===== src/rtl/display_timing_gen.sv =====
// VGA raster timing generator: pixel/line counters with registered sync, coordinate and video-enable outputs.
// Optional build macro DTG_FRAME_TICK_EN enables the one-clk frame_tick strobe at the first vertical-blank pixel.
module display_timing_gen #(
  parameter int H_ACTIVE = 640,
  parameter int H_FP     = 16,
  parameter int H_SYNC   = 96,
  parameter int H_BP     = 48,
  parameter int V_ACTIVE = 480,
  parameter int V_FP     = 10,
  parameter int V_SYNC   = 2,
  parameter int V_BP     = 33,
  parameter bit SYNC_POL = 1'b0
) (
  input  logic       clk,
  input  logic       reset_n,
  input  logic       pix_en,
  output logic       horiz_sync,
  output logic       vert_sync,
  output logic       video_on,
  output logic [9:0] pixel_row,
  output logic [9:0] pixel_column,
  output logic       frame_tick
);

  localparam int H_TOTAL = H_ACTIVE + H_FP + H_SYNC + H_BP;
  localparam int V_TOTAL = V_ACTIVE + V_FP + V_SYNC + V_BP;

  // Decode thresholds are one bit wider than the counters so a sync region
  // ending exactly at 1024 still compares correctly.
  localparam logic [9:0]  H_LAST       = 10'(H_TOTAL - 1);
  localparam logic [9:0]  V_LAST       = 10'(V_TOTAL - 1);
  localparam logic [10:0] H_ACT_END    = 11'(H_ACTIVE);
  localparam logic [10:0] V_ACT_END    = 11'(V_ACTIVE);
  localparam logic [10:0] H_SYNC_START = 11'(H_ACTIVE + H_FP);
  localparam logic [10:0] H_SYNC_END   = 11'(H_ACTIVE + H_FP + H_SYNC);
  localparam logic [10:0] V_SYNC_START = 11'(V_ACTIVE + V_FP);
  localparam logic [10:0] V_SYNC_END   = 11'(V_ACTIVE + V_FP + V_SYNC);

  logic [9:0] hCnt;
  logic [9:0] vCnt;
  logic [9:0] hCntNext;
  logic [9:0] vCntNext;
  logic       hWrap;
  logic       inActive;
  logic       inHSync;
  logic       inVSync;
  logic       hSyncLevel;
  logic       vSyncLevel;

  always_comb begin
    hWrap    = 1'b0;
    hCntNext = hCnt + 10'd1;
    vCntNext = vCnt;
    if (hCnt == H_LAST) begin
      hWrap    = 1'b1;
      hCntNext = 10'd0;
    end
    if (hWrap) begin
      vCntNext = (vCnt == V_LAST) ? 10'd0 : vCnt + 10'd1;
    end
  end

  // Output decode works on the pre-increment counts, so every output lags
  // the counters by exactly one pixel and all outputs stay aligned.
  always_comb begin
    inActive   = ({1'b0, hCnt} < H_ACT_END) && ({1'b0, vCnt} < V_ACT_END);
    inHSync    = ({1'b0, hCnt} >= H_SYNC_START) && ({1'b0, hCnt} < H_SYNC_END);
    inVSync    = ({1'b0, vCnt} >= V_SYNC_START) && ({1'b0, vCnt} < V_SYNC_END);
    hSyncLevel = inHSync ? SYNC_POL : ~SYNC_POL;
    vSyncLevel = inVSync ? SYNC_POL : ~SYNC_POL;
  end

  always_ff @(posedge clk or negedge reset_n) begin
    if (!reset_n) begin
      hCnt         <= 10'd0;
      vCnt         <= 10'd0;
      pixel_column <= 10'd0;
      pixel_row    <= 10'd0;
      video_on     <= 1'b0;
      horiz_sync   <= ~SYNC_POL;
      vert_sync    <= ~SYNC_POL;
    end else if (pix_en) begin
      hCnt         <= hCntNext;
      vCnt         <= vCntNext;
      pixel_column <= hCnt;
      pixel_row    <= vCnt;
      video_on     <= inActive;
      horiz_sync   <= hSyncLevel;
      vert_sync    <= vSyncLevel;
    end
  end

`ifdef DTG_FRAME_TICK_EN
  logic frameTickReg;

  // Cleared on every clk it is not re-armed, so the strobe lasts one clk
  // even when pix_en is a slow enable.
  always_ff @(posedge clk or negedge reset_n) begin
    if (!reset_n) begin
      frameTickReg <= 1'b0;
    end else begin
      frameTickReg <= pix_en && (hCnt == 10'd0) && ({1'b0, vCnt} == V_ACT_END);
    end
  end

  assign frame_tick = frameTickReg;
`else
  assign frame_tick = 1'b0;
`endif

endmodule


===== config.mk =====
export PLATFORM = sky130hd
export DESIGN_NAME = display_timing_gen
export DESIGN_NICKNAME = d
export VERILOG_FILES = /design/src/rtl/display_timing_gen.sv
export SDC_FILE = /design/constraint.sdc
export NUM_CORES = 1
export LEC_CHECK = 0
export ABC_AREA = 1
export CORE_ASPECT_RATIO = 2
export CORE_MARGIN = 8
export CORE_UTILIZATION = 35
export DETAILED_ROUTE_END_ITERATION = 12
export GPL_ROUTABILITY_DRIVEN = 1
export HOLD_SLACK_MARGIN = 0.05
export PLACE_DENSITY = 0.58
export SYNTH_ARGS = -nofsm -noshare
export SYNTH_HDL_FRONTEND = slang
export SYNTH_SLANG_ARGS = --single-unit

===== constraint.sdc =====
create_clock -name clk -period 1.3 [get_ports clk]
set_input_delay 0.39 -clock clk [delete_from_list [all_inputs] [get_ports clk]]
set_output_delay 0.39 -clock clk [all_outputs]
set_load 0.01 [all_outputs]

After elaboration in Yosys (flattened, before gate mapping)
Cells that the tools add are included.

Add/subtract/negate cells: 2. Order comparisons: 6. Eq/ne operators: 2. Muxes and demuxes: 5. Reductions and logical operators: 4.

Operators with widths (number): 10-bit by 1-bit adder with 10-bit output (second input constant) (2); 10-bit == test (second input constant) (2); 10-bit less-than comparator (second input constant) (2); 10-bit by 9-bit less-than comparator with 1-bit output (second input constant) (2); 10-bit 2-to-1 mux (2); 10-bit >= comparator (second input constant) (1); 10-bit by 9-bit >= comparator with 1-bit output (second input constant) (1); 1-bit logical AND (3); 1-bit 2-to-1 mux (3); 2-bit AND reduction (1).

Register bits after elaboration: 43. Input bits: 3. Output and inout port bits: 24. Logic and storage cells: 26.

Depth between registers and ports, before layout
Gate-level depths: netlist of the first run.

Depth after elaboration: 3. Mapped depth: 9. Gate-level depth less buffers: 9.

Least setup slack after synthesis of the first run
OpenSTA, ideal clock, no wires.

Path kind: register to register. Start point: reg hCnt[0]. End point: reg vCnt[6]. Library setup time: 0.121 ns. Arrival: 1.187 ns. Required time: 1.179 ns. Setup slack: -0.008 ns. Stages on the path, launching flop included: 10. Buffers on the path: 1. Period minus slack after synthesis: 1.308 ns. Cells stage by stage: dfrtp_1 ha_1 nand3_2 inv_1 nand3_2 nor2_4 inv_2 buf_6 nand2_1 o21ai_1.

Word-level cells in the longest chain between the ends: 3.

RTL lines: start, declared (line 39) `logic [9:0] hCnt;`; start signal, assigned (line 83) `hCnt <= hCntNext;`; 10-bit == test (line 54) `if (hCnt == H_LAST) begin`; 1-bit 2-to-1 mux (line 54); 2-bit AND reduction (no line); end signal, assigned (line 84) `vCnt <= vCntNext;`; end, declared (line 40) `logic [9:0] vCnt;`.

Every way passes these cells. A chain may end at the register's enable or synchronous reset.

Final worst setup path of the first run
Start point: reg hCnt[1]. End point: reg vCnt[1].

The elaborated chain is that of the path after synthesis.

==> results.sh, run 1 <==
export IMPL_required_ns=1.52
export IMPL_ctsLongestPathBuffers=2
export IMPL_place_worst_setup_slack_ns=-0.423
export IMPL_detailed_place_area_um2=2550
export IMPL_syn_cell_area_um2=2020
export IMPL_most_common_layout_cells="sky130_fd_sc_hd__nand2_1, sky130_fd_sc_hd__dfrtp_1, sky130_fd_sc_hd__buf_4"
export IMPL_drt_antenna_violating_nets=0
export IMPL_cap_viol_max_count=0
export IMPL_worstSetupEndpointType="flop"
export IMPL_fill_cell_total_of_the_finished_layout=566
export IMPL_ios=27
export IMPL_vias_in_the_first_global_route=1763
export IMPL_total_switching_power_mw=1.09
export IMPL_fp_coreArea_um2=5660
export IMPL_grt_first_pass_wirelength_um=8110
export IMPL_die_height_um=124
export IMPL_powerDensity_nw_per_um2=1360
export IMPL_final_layout_size_suffix_gt1_share_pct=31.3
export IMPL_fin_worst_skew_ns=0.00227
export IMPL_outcome="complete, but fails checks"
export IMPL_initial_core_util_pct=35.8
export IMPL_detailed_place_hpwl_um=3430
export IMPL_fin_crit_ns=1.38
export IMPL_drt_total_wl_um=4860
export IMPL_stdcell_area_um2=2710
export IMPL_initial_antenna_violation_count=0
export IMPL_firstDrtPassIters=4
export IMPL_tritoncts_num_sinks=43
export IMPL_slew_violations=0
export IMPL_crit_path_start="hCnt[1]$_DFFE_PN0P_"
export IMPL_hold_class="in -> async"
export IMPL_tritoncts="built"
export IMPL_synth_nets=248
export IMPL_cts_clk_slew_worst_paths_ns=0.06
export IMPL_report_final_hold_viol_count=0
export IMPL_holdBufCountCts=0
export IMPL_grt_usage_pct=11.8
export IMPL_p_int_mw=2.59
export IMPL_n_antenna_cell=0
export IMPL_ys_types=27
export IMPL_post_place_cells=347
export IMPL_fin_worst_hold_slack_ns=0.0677
export IMPL_p_sw_share_pct=29.7
export IMPL_power_frac_seq_pct=45.6
export IMPL_synth_warning_count=0
export IMPL_detail_route_drc_violations=0
export IMPL_criticalPathCategory="reg -> reg"
export IMPL_ff_to_ff_start="hCnt[1]$_DFFE_PN0P_"
export IMPL_cts_made_buffers=5
export IMPL_net_count_of_the_finished_layout=306
export IMPL_h_tree_depth=2
export IMPL_post_drt_via_cell_ratio=4.86
export IMPL_path_max_fanout=7
export IMPL_final_setup_tns_ns=-0.661
export IMPL_syn_area_per_cell_um2=8.40
export IMPL_peakVddDrop_uv=1150
export IMPL_final_core_util_pct=47.8
export IMPL_power_static_leakage_nw=1.37
export IMPL_crit_arrival_ns=1.59
export IMPL_setup_viol=17
export IMPL_rsz0062_at_grt="true"
export IMPL_final_min_period_over_clock_period_pct=106
export IMPL_clock_power_share_pct=33.1
export IMPL_synth_yosys_seq_area_share_pct=53.3
export IMPL_placement_rows=39
export IMPL_routed_wire_length_per_instance_um=13.5
export IMPL_grt_start_max_net_pins=44
export IMPL_failed_checks="negative setup slack"
export IMPL_gpl_final_weighted_congestion=0.778
export IMPL_power_frac_comb_pct=21.3
export IMPL_post_layout_total_power_mw=3.68
export IMPL_die_width_um=69.8
export IMPL_netlist_instances=241
export IMPL_portBuffers=25
export IMPL_clock_latency_ns=0.29
export IMPL_synth_register_bits=43
export IMPL_mostFrequentLayoutCell="sky130_fd_sc_hd__nand2_1"
export IMPL_clock_root_buffer="sky130_fd_sc_hd__clkbuf_16"
export IMPL_area_growth_syn_to_layout_pct=33.6
export IMPL_cp_start_kind="flop"
export IMPL_fmax_mhz=726
export IMPL_total_via_count_after_detailed_routing=1754
export IMPL_grt_overflow=0
export IMPL_design_die_area_um2=8620
export IMPL_drtIter0Drc=74
export IMPL_finalNonFillerCells=361
export IMPL_setup_slack_ns=-0.0770
sequential cells by signal (all words and copies together), names as in the netlist:
register,cells
pixel_row,10
vCnt,10
pixel_column,10
vert_sync,1
video_on,1
horiz_sync,1
hCnt,10
final timing paths:
path / end / slack [ns] / cells after the start
worst min-delay path: pixel_row[5]$_DFFE_PN0P_ / 0.07 / 2
worst max register to register: vCnt[1]$_DFFE_PN0P_ / -0.08 / 8
min in group clk: pixel_column[8]$_DFFE_PN0P_ / 0.47 / 2
worst max-delay path: vCnt[1]$_DFFE_PN0P_ / -0.08 / 8
worst min register to register: pixel_column[8]$_DFFE_PN0P_ / 0.47 / 2
max in group asynchronous: horiz_sync$_DFFE_PN1P_ / 0.95 / 2
power groups by stage:
stage | registers (mW) | logic, mW | clock network (mW)
2_1_floorplan | 1.72 | 0.359 | 0
3_3_place_gp | 1.69 | 0.835 | 0
3_5_place_dp | 1.69 | 0.849 | 0
4_1_cts | 1.67 | 0.844 | 1.26
5_1_grt | 1.71 | 0.890 | 1.30
6_report | 1.68 | 0.786 | 1.22
Yosys cell counts, drive strengths merged:
cell type | number | area (um2)
nand3 | 14 | 80.1
o21ai | 29 | 153
buf | 3 | 30.0
ha | 4 | 50.1
xor2 | 5 | 43.8
a31oi | 1 | 6.26
nor4 | 1 | 6.26
nor2 | 23 | 93.8
clkbuf | 6 | 22.5
a21o | 1 | 8.76
a21oi | 2 | 10.0
dfstp | 2 | 52.6
conb | 1 | 3.75
nor3 | 3 | 15.0
inv | 27 | 101
nand4 | 6 | 37.5
nand3b | 1 | 7.51
nand2 | 69 | 259
o2111ai | 1 | 8.76
xnor2 | 1 | 8.76
dfrtp | 41 | 1030
timing repair:
item,4_1_cts,5_1_grt
setup endpoints to repair,43,38
buffers inserted,6,0
gates resized for setup,87,28
pin swaps,9,3
cell families (layout without fill, tap and decap cells):
| kind of cell | count (synthesis) | count (layout) | share of synthesized area (%) |
|---|---|---|---|
| other cells | 1 | 1 | 0.185 |
| xor+xnor | 6 | 6 | 2.60 |
| fa+ha+maj | 4 | 4 | 2.47 |
| buf+inv | 36 | 95 | 7.60 |
| simple gates | 117 | 117 | 24.7 |
| flops | 43 | 43 | 53.3 |
| compound gates | 34 | 34 | 9.21 |
worst max-delay path, stage by stage, from the launching register on:
cell and delay, ns:
sky130_fd_sc_hd__dfrtp_1 0.37, sky130_fd_sc_hd__ha_2 0.21, sky130_fd_sc_hd__nand3_4 0.08, sky130_fd_sc_hd__inv_2 0.08, sky130_fd_sc_hd__nand3_4 0.08, sky130_fd_sc_hd__nor2_4 0.18
sky130_fd_sc_hd__buf_6 0.15, sky130_fd_sc_hd__nand3_1 0.07, sky130_fd_sc_hd__o21ai_1 0.09
area by class of cell:
type	instances	area, um2	share of cell area, %
clock inverter	1	5.00	0.185
tap	61	76.3	2.82
inverter	27	104	3.84
sequential	43	1080	39.9
timing repair buffer	60	440	16.3
clock buffer	7	133	4.90
multi-input combinational	162	868	32.1
routing by layer:
layer,GRT usage (%),up-vias,part of all wire [%]
met5,0,-,0
met4,6.57,0,2.6
met3,3.69,9,5.1
met2,21.9,41,53
met1,11.2,830,39
li1,-,874,-
(Power assumes the default switching activity.)
==> run 2, diff against run 1 <==
Settings changed: CAP_MARGIN from default to 20, PLACE_DENSITY 0.58 to 0.56.
Clock period 1.3 ns to 1.5 ns, I/O delays scaled along.
==> run 2 against run 1 <==
The run now ends clean. Clock-buffer cell count unchanged. Core utilization shrank 3.1 points. Cell count shrank 5.5%. Sequential share of layout area up 2.7 points.
==> results.sh, run 2 (same netlist as run 1, synthesis figures left out) <==
export IMPL_outcome="finished, final reports clean"
export IMPL_crit_buf_inv=1
export IMPL_path_max_fanout=2
export IMPL_die_height_um=124
export IMPL_crit_path_max_incr_delay_ns=0.39
export IMPL_post_layout_total_power_mw=3.08
export IMPL_cp_start_kind="flop"
export IMPL_ctsLongestPathBuffers=2
export IMPL_worst_path_top_cell_family_by_delay="flip-flops"
export IMPL_mostFrequentLayoutCell="sky130_fd_sc_hd__nand2_1"
export IMPL_report_final_hold_viol_count=0
export IMPL_rsz0062_at_grt="false"
export IMPL_final_core_util_pct=44.7
export IMPL_holdBufCountCts=0
export IMPL_fin_worst_skew_ns=0.00402
export IMPL_drt_total_wl_um=4480
export IMPL_final_min_period_over_clock_period_pct=93.9
export IMPL_powerDensity_nw_per_um2=1220
export IMPL_setup_slack_ns=0.0910
export IMPL_n_antenna_cell=0
export IMPL_ios=27
export IMPL_design_die_area_um2=8620
export IMPL_detailed_place_hpwl_um=3370
export IMPL_criticalPathCategory="reg -> out"
export IMPL_fmax_mhz=710
export IMPL_slowest_stage="sky130_fd_sc_hd__dfrtp_1"
export IMPL_portBuffers=25
export IMPL_grt_start_max_net_pins=44
export IMPL_detail_route_drc_violations=0
export IMPL_cts_clk_slew_worst_paths_ns=0.06
export IMPL_gpl_final_weighted_congestion=0.855
export IMPL_hold_class="in -> async"
export IMPL_area_growth_syn_to_layout_pct=25.1
export IMPL_worstSetupEndpointType="output pin"
export IMPL_ordered_list_of_cells_on_the_worst_path="dlygate4sd2_1"
export IMPL_grt_overflow=0
export IMPL_die_width_um=69.8
export IMPL_h_tree_depth=2
export IMPL_routed_wire_length_per_instance_um=13.1
export IMPL_clock_root_buffer="sky130_fd_sc_hd__clkbuf_16"
export IMPL_place_worst_setup_slack_ns=-0.221
export IMPL_tritoncts="built"
export IMPL_final_layout_size_suffix_gt1_share_pct=12.9
export IMPL_drt_antenna_violating_nets=0
export IMPL_cts_made_buffers=5
export IMPL_final_setup_tns_ns=0
export IMPL_initial_core_util_pct=35.8
export IMPL_post_place_cells=332
export IMPL_grt_first_pass_wirelength_um=7510
export IMPL_fp_coreArea_um2=5660
export IMPL_firstDrtPassIters=4
export IMPL_post_drt_via_cell_ratio=4.84
export IMPL_fin_crit_ns=1.41
export IMPL_fill_cell_total_of_the_finished_layout=574
export IMPL_most_common_layout_cells="sky130_fd_sc_hd__nand2_1, sky130_fd_sc_hd__dfrtp_1, sky130_fd_sc_hd__o21ai_0"
export IMPL_cap_viol_max_count=0
export IMPL_slew_violations=0
export IMPL_power_static_leakage_nw=1.32
export IMPL_total_via_count_after_detailed_routing=1650
export IMPL_net_count_of_the_finished_layout=286
export IMPL_drtIter0Drc=56
export IMPL_setup_viol=0
export IMPL_initial_antenna_violation_count=0
export IMPL_vias_in_the_first_global_route=1637
export IMPL_placement_rows=39
export IMPL_peakVddDrop_uv=896
export IMPL_tritoncts_num_sinks=43
export IMPL_clock_latency_ns=0.28
export IMPL_required_ns=1.05
export IMPL_crit_arrival_ns=0.96
export IMPL_finalNonFillerCells=341
export IMPL_grt_usage_pct=10.7
-- run 2: through the flow --
step	cell area [um2]	hold slack, ns
floorplan	2020	0.154
global placement	2410	0.447
detailed placement	2410	0.449
CTS	2540	0.147
global route	2530	0.153
finish	2530	0.132
-- run 2: power by group --
part	switching (mW)	internal, mW
combinational	0.325	0.226
sequential	0.122	1.33
clock	0.416	0.659
-- run 2: final timing paths --
path,to,cells after the start,slack [ns],startpoint
min in group clk,pixel_column[8]$_DFFE_PN0P_,2,0.46,pixel_column[8]$_DFFE_PN0P_
worst min register to register,pixel_column[8]$_DFFE_PN0P_,2,0.46,pixel_column[8]$_DFFE_PN0P_
worst max register to register,vCnt[8]$_DFFE_PN0P_,8,0.09,vCnt[1]$_DFFE_PN0P_
max in group asynchronous,horiz_sync$_DFFE_PN1P_,2,1.10,reset_n
worst max-delay path,pixel_row[9],1,0.09,pixel_row[9]$_DFFE_PN0P_
worst min-delay path,pixel_column[2]$_DFFE_PN0P_,2,0.13,reset_n
-- run 2: area by class of cell --
class	instances	area (um2)	area share [%]
clock inverters	1	5.00	0.198
repair buffers	40	337	13.3
clock buffers	7	143	5.63
flip-flops and latches	43	1080	42.6
multi-input cells	162	792	31.3
well taps	61	76.3	3.01
inverters	27	101	4.00
-- run 2: layer usage --
layer  vias up  GRT usage [%]  part of all wire, %
met1       771           10.1                   40
li1        836              -                    -
met2        34           20.2                   53
met5         -              0                    0
met3         9           2.97                  4.1
met4         0           6.19                  2.9
-- run 2: timing repair --
item | 4_1_cts | 5_1_grt
pin swaps | 0 | 1
setup buffers | 1 | 0
gates resized for setup | 26 | 3
endpoints found under the setup margin | 24 | 4
-- run 2: worst reg2reg max path: cells and delay by family, from the launching register on --
kind	cells	cell delay, ns
simple gates	5	0.44
flops	1	0.40
fa+ha+maj	1	0.20
compound gates	1	0.19
buf+inv	1	0.06
==> run 3, diff against run 2 <==
Settings changed: ABC_CLOCK_PERIOD_IN_PS from default to 1500.
==> results of run 3 <==
No change in the layout: final DEF, timing and power equal those of run 2.
